==> src/rtl/branch_redirect_unit_pkg.sv <==
// Shared types and constants for the EX-stage branch redirect unit.
package branch_redirect_unit_pkg;

   typedef enum logic {
      IDLE     = 1'b0,
      REDIRECT = 1'b1
   } state_t;

   typedef enum logic [1:0] {
      CF_NONE = 2'd0,
      CF_BR   = 2'd1,
      CF_JAL  = 2'd2,
      CF_JALR = 2'd3
   } cf_t;

   // Sliced to data_width at the point of use; clears the JALR target LSB.
   localparam logic [63:0] JALR_LSB_MASK = ~64'd1;

endpackage

==> src/rtl/branch_target_calc.sv <==
// Combinational resolution of control-flow type, taken decision and target PC.
module branch_target_calc
   import branch_redirect_unit_pkg::*;
#(
   parameter int data_width = 32
) (
   input  logic                  is_branch,
   input  logic                  is_jal,
   input  logic                  is_jalr,
   input  logic [data_width-1:0] ex_pc,
   input  logic [data_width-1:0] ex_imm,
   input  logic [data_width-1:0] alu_result,
   input  logic                  alu_bcond,
   output cf_t                   cf,
   output logic                  taken,
   output logic [data_width-1:0] target,
   output logic                  misaligned
);

   logic [data_width-1:0] pc_rel;

   assign pc_rel = ex_pc + ex_imm;

   // jalr outranks jal, which outranks a conditional branch
   always_comb begin
      cf     = CF_NONE;
      taken  = 1'b0;
      target = pc_rel;
      if (is_jalr) begin
         cf     = CF_JALR;
         taken  = 1'b1;
         target = alu_result & JALR_LSB_MASK[data_width-1:0];
      end else if (is_jal) begin
         cf    = CF_JAL;
         taken = 1'b1;
      end else if (is_branch) begin
         cf    = CF_BR;
         taken = alu_bcond;
      end
   end

   assign misaligned = taken & (target[1:0] != 2'b00);

endmodule

==> src/rtl/branch_redirect_unit.sv <==
// Resolves EX-stage branches/jumps, issues a registered PC redirect and squashes wrong-path stages.
module branch_redirect_unit
   import branch_redirect_unit_pkg::*;
#(
   parameter int data_width = 32
) (
   input  logic                  clk,
   input  logic                  reset,
   input  logic                  ex_valid,
   input  logic                  ex_stall,
   input  logic                  ex_is_branch,
   input  logic                  ex_is_jal,
   input  logic                  ex_is_jalr,
   input  logic [data_width-1:0] ex_pc,
   input  logic [data_width-1:0] ex_imm,
   input  logic [data_width-1:0] alu_result,
   input  logic                  alu_bcond,
   input  logic                  redirect_ready,
   output logic                  redirect_valid,
   output logic [data_width-1:0] redirect_pc,
   output logic                  flush_ifid,
   output logic                  flush_idex,
   output logic                  flush_exmem,
   output logic                  misalign_err,
   output logic [data_width-1:0] branch_count,
   output logic [data_width-1:0] mispredict_count
);

   localparam logic [data_width-1:0] ONE = 1;

   state_t                state;
   cf_t                   cf;
   logic                  taken;
   logic [data_width-1:0] target;
   logic                  misaligned;
   logic                  resolve;

   branch_target_calc #(.data_width(data_width)) u_calc (
      .is_branch  (ex_is_branch),
      .is_jal     (ex_is_jal),
      .is_jalr    (ex_is_jalr),
      .ex_pc      (ex_pc),
      .ex_imm     (ex_imm),
      .alu_result (alu_result),
      .alu_bcond  (alu_bcond),
      .cf         (cf),
      .taken      (taken),
      .target     (target),
      .misaligned (misaligned)
   );

   assign resolve = ex_valid & ~ex_stall & (cf != CF_NONE);

   always_ff @(posedge clk) begin
      if (!reset) begin
         state            <= IDLE;
         redirect_valid   <= 1'b0;
         redirect_pc      <= '0;
         flush_ifid       <= 1'b0;
         flush_idex       <= 1'b0;
         flush_exmem      <= 1'b0;
         misalign_err     <= 1'b0;
         branch_count     <= '0;
         mispredict_count <= '0;
      end else begin
         case (state)
            IDLE: begin
               if (resolve) begin
                  if (cf == CF_BR && ~&branch_count)
                     branch_count <= branch_count + ONE;
                  if (taken) begin
                     state          <= REDIRECT;
                     redirect_valid <= 1'b1;
                     redirect_pc    <= target;
                     flush_ifid     <= 1'b1;
                     flush_idex     <= 1'b1;
                     flush_exmem    <= 1'b1;
                     if (~&mispredict_count)
                        mispredict_count <= mispredict_count + ONE;
                     if (misaligned)
                        misalign_err <= 1'b1;
                  end
               end
            end
            REDIRECT: begin
               // EX holds wrong-path work here; only the handshake matters
               if (redirect_ready) begin
                  state          <= IDLE;
                  redirect_valid <= 1'b0;
                  flush_ifid     <= 1'b0;
                  flush_idex     <= 1'b0;
                  flush_exmem    <= 1'b0;
               end
            end
            default: state <= IDLE;
         endcase
      end
   end

endmodule

==> config.mk <==
export PLATFORM = sky130hd
export DESIGN_NAME = branch_redirect_unit
export DESIGN_NICKNAME = d
export VERILOG_FILES = /design/src/rtl/branch_redirect_unit_pkg.sv /design/src/rtl/branch_target_calc.sv /design/src/rtl/branch_redirect_unit.sv
export SDC_FILE = /design/constraint.sdc
export NUM_CORES = 1
export LEC_CHECK = 0
export ABC_AREA = 1
export BUFFER_PORTS_ARGS = -buffer_cell sky130_fd_sc_hd__buf_4
export CAP_MARGIN = 20
export CORE_ASPECT_RATIO = 1.25
export CORE_UTILIZATION = 40
export DETAILED_ROUTE_END_ITERATION = 8
export PLACE_DENSITY = 0.73
export REMOVE_ABC_BUFFERS = 1
export SLEW_MARGIN = 10
export SYNTH_ARGS = -nofsm -noshare
export SYNTH_HDL_FRONTEND = slang
export SYNTH_HIERARCHICAL = 1
export SYNTH_SLANG_ARGS = --single-unit
export TNS_END_PERCENT = 30
==> constraint.sdc <==
create_clock -name clk -period 2.1 [get_ports clk]
set_input_delay 0.21 -clock clk [delete_from_list [all_inputs] [get_ports clk]]
set_output_delay 0.21 -clock clk [all_outputs]
set_load 0.005 [all_outputs]
Word level (Yosys, flattened, before mapping)
Index checks and enable logic that the tools add are counted.

Register bits after elaboration: 99. Input bits: 105. Output and inout port bits: 101. Word-level logic and storage cells: 45.

Add/subtract/negate cells: 3. Equality and inequality tests: 4. Multiplexer cells: 15. Bitwise gates (word level): 6. Reductions and logical operators: 11.

Operators by type and width (number): $add 32x1->32 const B (2); $reduce_and 32->1 (2); $add 32x32->32 (1); $mux 32 (1); $mux 1 (10); $reduce_and 3->1 (3); $reduce_and 4->1 (2); $mux 2 (2); $ne 2x2->1 const B (2); $pmux 1 s2 (2); $reduce_bool 2->1 (2); $and 1x1->1 (3); $not 1->1 (3); $eq 2x1->1 const B (1); $ne 2x1->1 const B (1); $logic_and 1x1->1 (1); $logic_not 1->1 (1).

Longest topological paths before layout
Word-level depth: 7. Depth in mapped cells: 15.

By module
The synthesis kept the hierarchy.

Modules (own cells, without submodules): branch_redirect_unit (times used 1, cells each 830, area each 5245.0 um^2, seq. area each 1981.9 um^2); branch_target_calc (times used 1, cells each 597, area each 2800.2 um^2, seq. area each 0.0 um^2).

Worst setup path after synthesis
No wires, ideal clock.

Path type: input port to flip-flop. Start point: input port ex_is_jalr. End point: register branch_count[25]. Library setup time: 115 ps. Data arrival time: 1765 ps. Required time: 1985 ps. Path slack: 220 ps. Stages on the path: 13. Path buffers: 2. Cell sequence: clkbuf_1 > inv_1 > buf_2 > nand2_1 > inv_1 > nand2_1 > nand3_4 > nor2_1 > nand2_1 > nor2_1 > nand3_1 > nand2_1 > nor2_1.

Word-level cells in the longest chain between the ends: 4. Elaborated cells between the ends (all ways): 6. Those cells by class: eq/ne: 1; mux: 1; bitwise: 1; reduce/logical: 3.

RTL lines: from (decl) (RTL line branch_redirect_unit.sv:13) `input logic ex_is_jalr,`; $mux 2 * (RTL line branch_target_calc.sv:29) `if (is_jalr) begin`; named net cf[1] (RTL line branch_redirect_unit.sv:32) `cf_t cf;`; $reduce_bool 2->1 or $eq 2x1->1 (tied branches) (RTL line branch_redirect_unit.sv:52, branch_redirect_unit.sv:69); $and 1x1->1 or $logic_and 1x1->1 (tied branches) (RTL line branch_redirect_unit.sv:52, branch_redirect_unit.sv:69); $reduce_and 3->1 (no source line) *; to (signal assigned) (RTL line branch_redirect_unit.sv:70) `branch_count <= branch_count + ONE;`; to (decl) (RTL line branch_redirect_unit.sv:25) `output logic [data_width-1:0] branch_count,`.

Mark *: on every way through the listed nets, which the timed path passes. The rest lies on a longest branch. A chain may end at the register's enable or synchronous reset.

Final worst setup path
Start point: register mispredict_count[0]. End point: register mispredict_count[25].

Word-level cells in the longest chain between the ends: 3. Elaborated cells between the ends (all ways): 4. Those cells by class: add/sub: 1; bitwise: 1; reduce/logical: 2.

RTL lines: from (decl) (RTL line branch_redirect_unit.sv:26) `output logic [data_width-1:0] mispredict_count`; from (signal assigned) (RTL line branch_redirect_unit.sv:79) `mispredict_count <= mispredict_count + ONE;`; branches (longest 3 deep; another with $add 32x1->32).

Parallel ways; which one is timed is not known.

==> results.sh <==
export IMPL_top_layer="met4"
export IMPL_clk_latency_ps=360
export IMPL_period_share_pct=92.7
export IMPL_drtPass1Iterations=5
export IMPL_synth_async_sr_flop_share_pct=0
export IMPL_timing_rr_end="mispredict_count[25]$_SDFFE_PN0P_"
export IMPL_grt_first_pass_wirelength_um=39200
export IMPL_routed_wl_um=24500
export IMPL_finish_utilization_pct=52.4
export IMPL_comb_power_share_pct=24.4
export IMPL_hold_end="state$_SDFF_PN0_"
export IMPL_slew_limit_headroom_pct=48.2
export IMPL_clock_sinks=99
export IMPL_fp_coreArea_sq_um=19500
export IMPL_hold_viol=0
export IMPL_cts_root_buffer="clkbuf_16"
export IMPL_crit_arrival_ps=2240
export IMPL_place_ws_ps=-24.9
export IMPL_netlist_area_leader_share_pct=24.6
export IMPL_diodes=0
export IMPL_synth_ff_type="dfxtp_1"
export IMPL_critPathKind="reg2reg"
export IMPL_drt_initial_drc_count=530
export IMPL_p_per_area_nw_per_um2=504
export IMPL_wl_met1_um=10400
export IMPL_power_leakage_uw=0.00518
export IMPL_synthTopCellsByArea="dfxtp_1 (25%), nand2_1 (23%), nor2_1 (11%)"
export IMPL_grt_antenna_before_repair=0
export IMPL_drc_errors=0
export IMPL_fmax_ghz=0.514
export IMPL_ant_nets=0
export IMPL_crit_required_ps=2390
export IMPL_path_clk_slew_ps=70
export IMPL_routed_via_density=4.86
export IMPL_die_w_um=129
export IMPL_syn_inst=1427
export IMPL_overflow=0
export IMPL_critical_path_max_fanout=16
export IMPL_hold_start="redirect_ready"
export IMPL_numCtsBuffers=9
export IMPL_swShare_pct=29.9
export IMPL_fin_area_sq_um=10200
export IMPL_layout_drive_gt1_share_pct=17.7
export IMPL_synth_edf_count=0
export IMPL_grt_pass1_vias=8371
export IMPL_rows=57
export IMPL_finalClockSkew_ps=8.79
export IMPL_p_seq_share_pct=38.0
export IMPL_fin_nets=1766
export IMPL_holdPathStages=4
export IMPL_synth_area_per_cell_sq_um=5.64
export IMPL_endpoint_kind="register"
export IMPL_met3_length_um=934
export IMPL_htreeDepth=3
export IMPL_status="completed"
export IMPL_start_util_pct=41.2
export IMPL_grt_max_degree=44
export IMPL_synth_area_sq_um=8050
export IMPL_post_dp_cell_area_sq_um=9890
export IMPL_reg2reg_slack_ps=150
export IMPL_drv_max_cap_violation_count=0
export IMPL_die_y_um=161
export IMPL_routedWlPerCell_um=12.9
export IMPL_io_buffer_count=204
export IMPL_clockPowerShare_pct=37.6
export IMPL_rsz0062_at_grt="no"
export IMPL_post_synth_top_area_cell="dfxtp_1"
export IMPL_ys_ff_latch=99
export IMPL_vdd_drop_max_uv=403
export IMPL_fill_cells=2065
export IMPL_pin_count=206
export IMPL_routabilityCongestion=0.906
export IMPL_crit_path_start_kind="register"
export IMPL_grt_use_total_pct=23.5
export IMPL_power_internal_uw=3610
export IMPL_syn_to_final_growth_pct=27.3
export IMPL_yosysUniqueCellTypes=37
export IMPL_slew_violations=0
export IMPL_yosysWarnings=6
export IMPL_post_cts_buffers=0
export IMPL_fin_crit_ps=1950
export IMPL_hpwl_um=19000
export IMPL_power_switching_uw=1540
export IMPL_reg2reg_from="mispredict_count[0]$_SDFFE_PN0P_"
export IMPL_yosysSeqAreaShare_pct=24.6
export IMPL_reg2reg_depth=8
export IMPL_fin_ws_ps=154
export IMPL_dr_wl_met2_um=12500
export IMPL_tightestPinTransition_ps=778
export IMPL_cts_tree="built"
export IMPL_setup_viol=0
export IMPL_clk_path_buf_depth=2
export IMPL_dr_total_vias=9217
export IMPL_hp_class="in2reg"
export IMPL_die_area_sq_um=20700
## synth_stat cells (10+ instances only)
| library cell | instances |
|---|---|
| dfxtp_1 | 99 |
| nor2_1 | 246 |
| nand4_1 | 11 |
| buf_2 | 10 |
| xnor2_1 | 16 |
| o21bai_1 | 12 |
| nand2_2 | 12 |
| ha_1 | 33 |
| inv_1 | 180 |
| o21ai_0 | 48 |
| a21oi_1 | 72 |
| nand3_1 | 98 |
| nand2_1 | 494 |
| nand3b_1 | 12 |
| clkbuf_1 | 16 |
## through the flow
step	total power, uW	TNS, ps	std cells	hold slack [ps]
finish	5160	0	1896	110
global route	5430	0	1896	114
CTS	5190	0	1895	100
detailed placement	3250	-24.9	1880	470
global placement	3230	0	1880	455
floorplan	2730	-22900	1390	330
## layout make-up
cell class	count	area (sq um)	area share [%]
clock buffer	9	225	2.20
clock inverter	6	113	1.10
inverter	187	702	6.85
multi-input combinational	1105	5190	50.7
sequential	99	1980	19.3
tap	265	332	3.24
timing repair buffer	225	1700	16.6
## cell usage in the layout, fill, tap and decap left out, types with 3 or more instances in the layout
cell	netlist	final
nand2_2	12	13
bufinv_16	0	3
nand3_1	98	98
nand2_4	3	3
xnor2_1	16	16
o21bai_1	12	12
xor2_1	8	8
o21ai_0	48	48
o21ai_1	6	6
nand3b_1	12	12
nor3_1	3	3
a21oi_1	72	71
buf_4	6	224
dfxtp_1	99	99
nand4_1	11	11
nand2_1	494	493
nor2_2	9	10
inv_1	180	180
or2_2	4	4
clkbuf_16	0	9
nor2_1	246	245
inv_2	6	6
ha_1	33	33
## timing repair
item                                   4_1_cts  5_1_grt
resized for setup                            0        2
hold buffers                                 0        0
endpoints found under the hold margin        0        0
setup endpoints to repair                    0       26
## critical path, cell delays in order (launching register included)
cell	delay (ps)
dfxtp_1	370
ha_1	240
nand2_1	90
nor2_2	60
nand2_4	140
nor2_8	80
a21oi_2	630
a21oi_1	140
nor2_1	140
## how the worst max path moves through the flow
stage,slack (ps),endpoint,from
2_1_floorplan,-800,branch_count[14]$_SDFFE_PN0P_,ex_is_jalr
3_3_place_gp,20,redirect_pc[28]$_SDFFE_PN0P_,ex_pc[0]
3_5_place_dp,-20,redirect_pc[28]$_SDFFE_PN0P_,ex_pc[0]
4_1_cts,110,mispredict_count[25]$_SDFFE_PN0P_,mispredict_count[0]$_SDFFE_PN0P_
5_1_grt,30,mispredict_count[30]$_SDFFE_PN0P_,mispredict_count[0]$_SDFFE_PN0P_
6_report,150,mispredict_count[25]$_SDFFE_PN0P_,mispredict_count[0]$_SDFFE_PN0P_
## metal layers
layer / track usage [%] / vias up
met3: 1.77 / 36
met1: 28.0 / 4120
li1: - / 4810
met4: 8.93 / 0
met5: 0 / -
met2: 43.2 / 251
## sequential cells by signal, summed over array words and instances (netlist names)
| register | count |
|---|---|
| branch_count | 32 |
| mispredict_count | 32 |
| redirect_pc | 32 |
| flush_exmem | 1 |
| misalign_err | 1 |
| state | 1 |
## kinds of logic after synthesis
logic type | after synthesis | synth area share [%]
flops | 99 | 24.6
xor+xnor | 24 | 2.61
compound gates | 140 | 9.25
buf+inv | 224 | 11.1
simple gates | 906 | 47.0
fa+ha+maj | 34 | 5.38
## power by group through the flow
stage | Combinational, uW | Sequential [uW] | Clock (uW)
CTS | 1250 | 1960 | 1980
global route | 1410 | 1970 | 2050
detailed placement | 1250 | 2000 | 0
finish | 1260 | 1960 | 1940
global placement | 1230 | 2000 | 0
floorplan | 726 | 2000 | 0
Note: power is estimated with default switching activity, not from simulation.
